[src/rtl/booth_mul_sched_pkg.sv]
// Shared types and default constants for the Booth multiplier scheduler.
package booth_sched_pkg;

    localparam int MUL_ITER_DEF = 32;
    localparam int W_DEF        = 32;

    typedef enum logic [2:0] {
        IDLE,
        CLR,
        LOAD,
        RUN,
        CAP,
        DONE
    } sched_state_t;

endpackage

[src/rtl/booth_mul_sched_if.sv]
// Request/response bus between arithmetic clients (master) and the scheduler (slave).
interface booth_mul_sched_if
    import booth_sched_pkg::*;
#(
    parameter int N_REQ = 4,
    parameter int W     = W_DEF,
    localparam int IW   = $clog2(N_REQ)
) ();

    logic [N_REQ-1:0]   req_valid;
    logic [N_REQ-1:0]   req_ready;
    logic [N_REQ*W-1:0] req_m;
    logic [N_REQ*W-1:0] req_q;
    logic               resp_valid;
    logic               resp_ready;
    logic [IW-1:0]      resp_id;
    logic [2*W-1:0]     resp_p;

    modport master (
        output req_valid, req_m, req_q, resp_ready,
        input  req_ready, resp_valid, resp_id, resp_p
    );

    modport slave (
        input  req_valid, req_m, req_q, resp_ready,
        output req_ready, resp_valid, resp_id, resp_p
    );

endinterface

[src/rtl/booth_mul_sched_rr_arbiter.sv]
// Combinational round-robin arbiter: first set request at or above ptr, with wrap.
module rr_arbiter #(
    parameter int N_REQ = 4,
    localparam int IW   = $clog2(N_REQ)
) (
    input  logic [N_REQ-1:0] req,
    input  logic [IW-1:0]    ptr,
    input  logic             en,
    output logic [N_REQ-1:0] gnt,
    output logic [IW-1:0]    gnt_idx
);

    logic          found;
    logic [IW:0]   sum;
    logic [IW-1:0] idx;

    // ptr and k are both below N_REQ, so one conditional subtract wraps the sum
    always_comb begin
        gnt     = '0;
        gnt_idx = '0;
        found   = 1'b0;
        sum     = '0;
        idx     = '0;
        for (int k = 0; k < N_REQ; k++) begin
            sum = {1'b0, ptr} + (IW+1)'(k);
            if (sum >= (IW+1)'(N_REQ)) begin
                sum = sum - (IW+1)'(N_REQ);
            end
            idx = sum[IW-1:0];
            if (en && !found && req[idx]) begin
                found        = 1'b1;
                gnt[idx]     = 1'b1;
                gnt_idx      = idx;
            end
        end
    end

endmodule

[src/rtl/booth_mul_sched.sv]
// Shares one sequential Booth multiplier core among N_REQ requesters, sequencing
// clear/load/run/capture per granted request and returning the product with its id.
module booth_mul_sched
    import booth_sched_pkg::*;
#(
    parameter int N_REQ    = 4,
    parameter int W        = W_DEF,
    parameter int MUL_ITER = MUL_ITER_DEF,
    localparam int IW      = $clog2(N_REQ)
) (
    input  logic              clk,
    input  logic              reset,
    booth_mul_sched_if.slave  bus,
    output logic              mul_reset,
    output logic              mul_load,
    output logic [W-1:0]      mul_m,
    output logic [W-1:0]      mul_q,
    input  logic [2*W-1:0]    mul_p,
    output logic              busy
);

    localparam int CW = (MUL_ITER > 1) ? $clog2(MUL_ITER) : 1;

    sched_state_t   state_q, state_d;
    logic [IW-1:0]  ptr_q, ptr_d;
    logic [IW-1:0]  id_q, id_d;
    logic [CW-1:0]  cnt_q, cnt_d;
    logic [W-1:0]   op_m_q, op_m_d;
    logic [W-1:0]   op_q_q, op_q_d;
    logic [2*W-1:0] prod_q, prod_d;

    logic [N_REQ-1:0] gnt;
    logic [IW-1:0]    gnt_idx;

    rr_arbiter #(.N_REQ(N_REQ)) u_arb (
        .req     (bus.req_valid),
        .ptr     (ptr_q),
        .en      (state_q == IDLE),
        .gnt     (gnt),
        .gnt_idx (gnt_idx)
    );

    always_ff @(posedge clk) begin
        if (reset) begin
            state_q <= IDLE;
            ptr_q   <= '0;
            id_q    <= '0;
            cnt_q   <= '0;
            op_m_q  <= '0;
            op_q_q  <= '0;
            prod_q  <= '0;
        end else begin
            state_q <= state_d;
            ptr_q   <= ptr_d;
            id_q    <= id_d;
            cnt_q   <= cnt_d;
            op_m_q  <= op_m_d;
            op_q_q  <= op_q_d;
            prod_q  <= prod_d;
        end
    end

    // A grant is a handshake: the arbiter only picks requesters whose valid is set
    always_comb begin
        state_d = state_q;
        ptr_d   = ptr_q;
        id_d    = id_q;
        cnt_d   = cnt_q;
        op_m_d  = op_m_q;
        op_q_d  = op_q_q;
        prod_d  = prod_q;
        case (state_q)
            IDLE: begin
                if (|gnt) begin
                    id_d    = gnt_idx;
                    op_m_d  = bus.req_m[int'(gnt_idx)*W +: W];
                    op_q_d  = bus.req_q[int'(gnt_idx)*W +: W];
                    ptr_d   = (gnt_idx == IW'(N_REQ-1)) ? '0 : gnt_idx + IW'(1);
                    state_d = CLR;
                end
            end
            CLR:  state_d = LOAD;
            LOAD: begin
                cnt_d   = CW'(MUL_ITER-1);
                state_d = RUN;
            end
            RUN: begin
                if (cnt_q == '0) begin
                    state_d = CAP;
                end else begin
                    cnt_d = cnt_q - CW'(1);
                end
            end
            CAP: begin
                prod_d  = mul_p;
                state_d = DONE;
            end
            DONE: begin
                if (bus.resp_ready) begin
                    state_d = IDLE;
                end
            end
            default: state_d = IDLE;
        endcase
    end

    assign bus.req_ready  = gnt;
    assign bus.resp_valid = (state_q == DONE);
    assign bus.resp_id    = id_q;
    assign bus.resp_p     = prod_q;

    // Reset also clears the core so an aborted run leaves nothing behind
    assign mul_reset = reset | (state_q == CLR);
    assign mul_load  = (state_q == LOAD);
    assign mul_m     = (state_q == IDLE) ? '0 : op_m_q;
    assign mul_q     = (state_q == IDLE) ? '0 : op_q_q;
    assign busy      = (state_q != IDLE);

endmodule

[src/flat_wrapper.sv]
// flat-port wrapper written by rule: the top's interface ports become plain ports
module booth_mul_sched_flat import booth_sched_pkg::*;
#(
    parameter int N_REQ    = 4,
    parameter int W        = W_DEF,
    parameter int MUL_ITER = MUL_ITER_DEF,
    localparam int IW      = $clog2(N_REQ)
)
  (clk, reset, mul_reset, mul_load, mul_m, mul_q, mul_p, busy, bus_req_valid, bus_req_m, bus_req_q, bus_resp_ready, bus_req_ready, bus_resp_valid, bus_resp_id, bus_resp_p);
  booth_mul_sched_if #(.N_REQ(N_REQ), .W(W)) bus_i ();
  input  logic clk;
  input  logic reset;
  output logic mul_reset;
  output logic mul_load;
  output logic [W-1:0] mul_m;
  output logic [W-1:0] mul_q;
  input  logic [2*W-1:0] mul_p;
  output logic busy;
  input wire logic [$bits(bus_i.req_valid)-1:0] bus_req_valid;
  input wire logic [$bits(bus_i.req_m)-1:0] bus_req_m;
  input wire logic [$bits(bus_i.req_q)-1:0] bus_req_q;
  input wire logic [$bits(bus_i.resp_ready)-1:0] bus_resp_ready;
  output wire logic [$bits(bus_i.req_ready)-1:0] bus_req_ready;
  output wire logic [$bits(bus_i.resp_valid)-1:0] bus_resp_valid;
  output wire logic [$bits(bus_i.resp_id)-1:0] bus_resp_id;
  output wire logic [$bits(bus_i.resp_p)-1:0] bus_resp_p;
  assign bus_i.req_valid = bus_req_valid;
  assign bus_i.req_m = bus_req_m;
  assign bus_i.req_q = bus_req_q;
  assign bus_i.resp_ready = bus_resp_ready;
  assign bus_req_ready = bus_i.req_ready;
  assign bus_resp_valid = bus_i.resp_valid;
  assign bus_resp_id = bus_i.resp_id;
  assign bus_resp_p = bus_i.resp_p;
  booth_mul_sched #(.N_REQ(N_REQ), .W(W), .MUL_ITER(MUL_ITER)) u_core (.clk(clk), .reset(reset), .bus(bus_i), .mul_reset(mul_reset), .mul_load(mul_load), .mul_m(mul_m), .mul_q(mul_q), .mul_p(mul_p), .busy(busy));
endmodule
[config.mk]
export PLATFORM = sky130hd
export DESIGN_NAME = booth_mul_sched_flat
export DESIGN_NICKNAME = d
export VERILOG_FILES = /design/src/rtl/booth_mul_sched_pkg.sv /design/src/rtl/booth_mul_sched_if.sv /design/src/rtl/booth_mul_sched_rr_arbiter.sv /design/src/rtl/booth_mul_sched.sv /design/src/flat_wrapper.sv
export SDC_FILE = /design/constraint.sdc
export NUM_CORES = 1
export LEC_CHECK = 0
export CORE_AREA = 2 2 183 185
export CTS_CLUSTER_SIZE = 20
export DETAILED_ROUTE_END_ITERATION = 10
export DIE_AREA = 0 0 185 187
export HOLD_SLACK_MARGIN = 0.08
export PLACE_DENSITY = 0.59
export SLEW_MARGIN = 20
export SYNTH_ARGS = -nofsm -noshare
export SYNTH_HDL_FRONTEND = slang
export SYNTH_SLANG_ARGS = --single-unit
[constraint.sdc]
create_clock -name clk -period 2.7 [get_ports clk]
set_input_delay 0.27 -clock clk [delete_from_list [all_inputs] [get_ports clk]]
set_output_delay 0.27 -clock clk [all_outputs]
set_load 0.005 [all_outputs]
### Yosys cells after proc, flatten, opt, wreduce, memory -nomap -nowiden

Index checks and enable logic that the tools add are counted.

| word-level totals | value |
|---|---|
| bits in registers | 140 |
| input port bits | 327 |
| output and inout bits | 138 |
| word-level logic and storage cells | 106 |

| operators by class | value |
|---|---|
| $add $sub $neg | 9 |
| $lt $le $gt $ge | 12 |
| equal/unequal tests | 10 |
| shift operators | 2 |
| muxes and demuxes | 40 |
| bitwise logic cells | 4 |
| reductions and logical operators | 22 |

Operator list:

| cell | number |
|---|---|
| 128-bit by 8-bit indexed part select with 32-bit output | 2 |
| 32-bit 2-to-1 mux | 2 |
| 2-bit 2-to-1 mux | 9 |
| 3-bit one-hot mux with 6 select lines | 1 |
| 4-bit 2-to-1 mux | 4 |
| 2-bit by 3-bit less-than comparator with 1-bit output, second input constant | 4 |
| 4-bit OR | 3 |
| 1-bit logical AND | 11 |
| 1-bit 2-to-1 mux | 11 |
| 5-bit one-hot mux with 2 select lines | 1 |
| 3-bit >= comparator, second input constant | 3 |
| 3-bit 2-to-1 mux | 3 |
| 1-bit binary-select mux with 2-bit select | 4 |
| 1-bit demux with 2-bit select | 4 |
| 2-bit by 1-bit >= comparator with 1-bit output, second input constant | 4 |
| 2-bit by 1-bit subtractor with 2-bit output, second input constant | 4 |
| 2-bit by 2-bit adder with 3-bit output, second input constant | 2 |
| 3-bit by 2-bit equality test with 1-bit output, second input constant | 2 |
| 3-bit equality test, second input constant | 2 |
| 5-bit logical NOT | 1 |
| 5-bit 2-to-1 mux | 1 |
| 5-bit by 1-bit subtractor with 5-bit output, second input constant | 1 |
| 2-bit by 1-bit != test with 1-bit output, second input constant | 2 |
| 2-bit != test, second input constant | 2 |
| 13 further kinds | 16 |

### Logic depth before layout (Yosys ltp)

Gate-level depths: netlist of run 1.

| logic depth | value |
|---|---|
| depth after elaboration | 21 |
| gate-level depth with buffers | 11 |
| gate-level depth less buffers | 8 |

### Cells and area by module

From an unflattened synthesis of run 1, not the netlist that was laid out.

| second synthesis, totals | value |
|---|---|
| cells, all modules | 850 |
| area, all modules | 7,502.2 sq um |

By module, submodules not included:

| module | times used | cells each | area an instance (sq um) | sequential area each (sq um) |
|---|---|---|---|---|
| booth_mul_sched | 1 | 778 | 6,950.4 | 2,802.7 |
| rr_arbiter | 1 | 72 | 551.8 | 0.0 |

### Worst setup path after synthesis of run 1

OpenSTA, ideal clock, no wires.

| timing | value |
|---|---|
| kind | register to register |
| start point | register u_core.ptr_q[0] |
| end point | register u_core.op_m_q[2] |
| library setup time | 138 ps |
| arrival time | 2,716 ps |
| required time | 2,562 ps |
| path slack | -154 ps |
| stages on the path, launching flop included | 12 |
| path buffers | 3 |
| clock period less this slack | 2,854 ps |
| path through | dfxtp_1 inv_1 ha_1 buf_2 mux4_2 o21ba_1 or4_4 buf_6 buf_6 and3_1 a211oi_2 o32ai_2 |

| on the way | value |
|---|---|
| cells in the longest elaborated chain, start to end | 20 |
| elaborated cells between the ends (all ways) | 70 |
| classes of those cells | 7 x add/sub; 12 x order compare; 1 x shift; 31 x mux; 3 x bitwise; 16 x reduce/logical |

Ends and longest elaborated chain:

| what | RTL line | RTL |
|---|---|---|
| start: declaration | booth_mul_sched.sv:25 | `logic [IW-1:0] ptr_q, ptr_d;` |
| start signal: assignment | booth_mul_sched.sv:54 | `ptr_q <= ptr_d;` |
| branches (longest 20 deep; another with 2-bit by 1-bit adder with 3-bit output) | -- |  |
| end signal: assignment | booth_mul_sched.sv:57 | `op_m_q <= op_m_d;` |
| end: declaration | booth_mul_sched.sv:28 | `logic [W-1:0] op_m_q, op_m_d;` |

Several ways; the timed one is not identified. The select of a mux whose other input is x is not followed.
A chain may end at the register's enable or synchronous reset.

### Worst setup path after layout of run 1

| timing | value |
|---|---|
| start point | register u_core.ptr_q[0] |
| end point | register u_core.op_q_q[10] |

| on the way | value |
|---|---|
| cells in the longest elaborated chain, start to end | 20 |
| elaborated cells between the ends (all ways) | 70 |
| classes of those cells | 7 x add/sub; 12 x order compare; 1 x shift; 31 x mux; 3 x bitwise; 16 x reduce/logical |

Ends and longest elaborated chain:

| what | RTL line | RTL |
|---|---|---|
| branches (longest 20 deep; another with 2-bit by 1-bit adder with 3-bit output) | -- |  |
| end signal: assignment | booth_mul_sched.sv:58 | `op_q_q <= op_q_d;` |
| end: declaration | booth_mul_sched.sv:29 | `logic [W-1:0] op_q_q, op_q_d;` |

Several ways; the timed one is not identified. The select of a mux whose other input is x is not followed.

==> results of run 1 <==
## report_power, final
group	leakage, nW	total (mW)	switching, mW	internal (mW)
combinational	4.18	10.1	5.25	4.84
clock	0.291	2.50	1.06	1.44
sequential	1.14	2.68	0.206	2.47
total	5.62	15.3	6.51	8.75
## metrics by stage
stage	instance area, um^2	worst slack (ps)
floorplan	8630	2.79
CTS	14900	-21.3
global placement	14100	-451
global route	15700	-98.6
finish	15700	-19.3
detailed placement	14100	-452
## worst max path at each step
stage	cells past startpoint	startpoint	endpoint
detailed placement	10	bus_req_valid[3]	u_core.op_m_q[4]
global placement	10	bus_req_valid[3]	u_core.op_m_q[4]
floorplan	11	u_core.ptr_q[1]	u_core.op_m_q[2]
finish	9	u_core.ptr_q[0]	u_core.op_q_q[10]
global route	9	u_core.ptr_q[0]	u_core.op_m_q[7]
CTS	9	u_core.ptr_q[0]	u_core.op_m_q[0]
## area by class of cell
class / instances / area (um^2)
multi-input combinational: 759 / 5820
inverter: 8 / 30.0
clock buffer: 19 / 453
clock inverter: 13 / 158
sequential: 140 / 2810
tap: 448 / 561
fill: 3169 / 17200
timing repair buffer: 571 / 5870
## worst reg2reg max path, cell delays in order (launching register included)
cell      delay (ps)
dfxtp_2          350
buf_6            130
mux4_2           500
o21ba_1          180
or4_4            500
buf_16           200
buf_4            200
and3_1           170
a211oi_2         230
o32ai_2          120
## per-layer routing
metal / GRT usage, % / vias to the layer above
li1: - / 4683
met3: 6.58 / 60
met4: 7.39 / 0
met5: 0 / -
met2: 34.7 / 440
met1: 25.1 / 4754
## kinds of logic after synthesis
logic type / after synthesis / share of synthesized area, %
buffers and inverters: 119 / 7.99
muxes: 9 / 1.64
AOI/OAI and AO/OA: 298 / 28.3
adders and majority gates: 10 / 1.45
DFF: 140 / 32.5
and+or+nand+nor: 436 / 27.7
xor gates and xnor gates: 4 / 0.406
## placed cells by master (no fill, tap or decap), drive strengths merged, types with 2 or more instances in the layout
cell           instances
a211oi               132
a21o                   2
a21oi                 77
a31oi                  2
a32oi                  4
and3                 129
buf                  105
bufinv                 2
clkbuf                26
clkdlybuf4s50        459
clkinv                 3
clkinvlp               3
dfxtp                140
ha                    10
inv                   13
mux2i                  4
mux4                   4
nand2                141
nand2b                67
nand3                  3
nand3b                 5
nor2                   9
nor2b                 69
nor3                   6
o21ai                  3
o21bai                 4
o31ai                  2
o32ai                 65
or4                    2
xor2                   3
## timing repair
item,in CTS,in global routing
buffers inserted,5,9
setup endpoints to repair,68,69
resized for setup,34,98
gates cloned,0,10
pin swaps,10,17
## flip-flops by register name, indices dropped and copies added, names as in the netlist
register	count
u_core.bus.resp_p	64
u_core.op_m_q	32
u_core.op_q_q	32
u_core.cnt_q	5
u_core.state_q	3
u_core.bus.resp_id	2
u_core.ptr_q	2
==> flow_metrics.tcl, run 1 <==
set metrics [dict create \
    grt_setup_unrepaired "yes" \
    post-synth-top-area-cell "dfxtp_1" \
    path_buf_inv 3 \
    pwr_density_cell_nw_per_um2 972 \
    synthTopCellsByArea "dfxtp_1 32%, and3_1 9.4%, a211oi_2 8.0%" \
    outcome "complete, but fails checks" \
    synthDistinctLibCells 51 \
    tns_ps -21.7 \
    fin_crit_ps 2720 \
    grt_start_max_net_pins 90 \
    cts.hold.buffers_added 0 \
    via_count_of_the_first_global_routing_pass 9878 \
    timing.max_slew.rel_slack_pct 57.5 \
    route.met3.wl_mm 3.78 \
    report.power.total_mw 15.3 \
    initial_utilization_pct 26.2 \
    finish.net_count 1834 \
    cap_violations 0 \
    die_area_um2 34600 \
    synth_fp_nets 1353 \
    holdCritPathClass "input pin to register" \
    timing.critical_path.max_delay_family "simple AND/OR/NAND/NOR gates" \
    timing.fmax_mhz 368 \
    drt_iter0_markers 430 \
    wl_met2_mm 18.7 \
    tritoncts "done" \
    design.core.area_um2 32900 \
    final_core_util_pct 47.8 \
    synth-edff-count 0 \
    cts_made_buffers 17 \
    antenna_found_initial 1 \
    worst-endpoint-required_ps 3000 \
    io_pins 465 \
    critical-path-slowest-cell "mux4_2" \
    area_growth_syn_to_layout_pct 82.0 \
    hold_start "reset" \
    clk_transition_reported_paths_ps 70 \
    syn-instance-count 1016 \
    ir_drop_mv 0.631 \
    clock_network_latency_to_the_later_pin_of_the_worst_skew_pair_ps 420 \
    setup.worst_path.start_class "register" \
    synth.yosys.warnings 0 \
    die_x_um 185 \
    rr_worst_depth 9 \
    dpl.cell_count 1904 \
    tightest_slew_ps 638 \
    gp_routability_congestion 0.871 \
    syn_avg_cell_area_um2 8.49 \
    detail_route.wirelength.met1_mm 16.6 \
    reg2reg_from "u_core.ptr_q[0]" \
    whs_path_depth 2 \
    worst-r2r-setup-slack_ps -20 \
    synth_top_cells_by_count "140 x dfxtp_1, 138 x nand2_1, 129 x and3_1" \
    post_layout_cell_count 1958 \
    yosys.cell_count.top_type "dfxtp_1" \
    critPathMaxFanout 18 \
    floorplan.die.height_um 187 \
    critical_path.cell_chain "buf_6 > mux4_2 > o21ba_1 > or4_4 > buf_16 > buf_4 > and3_1 > a211oi_2 > o32ai_2" \
    worst_setup_ep_type "register" \
    buffer_ports.inserted 464 \
    num_vias 9937 \
    final_min_period_over_clock_period_pct 101 \
    cts.htree.levels 4 \
    dominantRegCellSynth "dfxtp_1" \
    worst_path_largest_cell_delay_ps 500 \
    post-synth-top-area-fraction_pct 32.5 \
    grt_pass1_wl_mm 56.7 \
    critical_path.reg2reg.endpoint "u_core.op_q_q[10]" \
    drt-pass1-iter-count 5 \
    cp_data_arrival_time_ps 3020 \
    synth-seq-area-share_pct 32.5 \
    drive_gt1_share_pct 21.1 \
    postSynth.asyncResetShare_pct 0 \
    dp_hpwl_mm 26.8 \
    final_setup_margin_ps -19.3 \
    finalHoldWorstSlack_ps 375 \
    holdPathEnd "u_core.state_q[2]" \
    hold_violations 0 \
    drt_antenna_net_count 0 \
    dr.max_layer_used "met4" \
    finalSetupViolations 2 \
    wl_per_cell_um 20.6 \
    netlist_area_um2 8620 \
    violations "setup timing" \
    routed_wl_mm 40.4 \
    total_of_flip_flops_plus_latches_after_synthesis 140 \
    rows 67 \
    path_class "register to register" \
    remaining_drc_errors 0 \
    global_route.overflow_total 0 \
    ctsRootBufferMaster "clkbuf_16" \
    vias_per_cell 5.08 \
    clock_tree.buffer_depth 2 \
    global_route.usage.total_pct 20.8 \
    power.leakage_nw 5.62 \
    antenna-diode-count 0 \
    clkSinkCount 140 \
    skew_ps 8.67 \
    slew_viol_final 0 \
]
(Power assumes the default switching activity.)
==> run 2: changes to the inputs <==
CAP_MARGIN = 40   (was unset)
HOLD_SLACK_MARGIN = 0.03   (was 0.08)
==> results of run 2 <==
The final DEF is identical to that of run 1; final timing and power are the same.
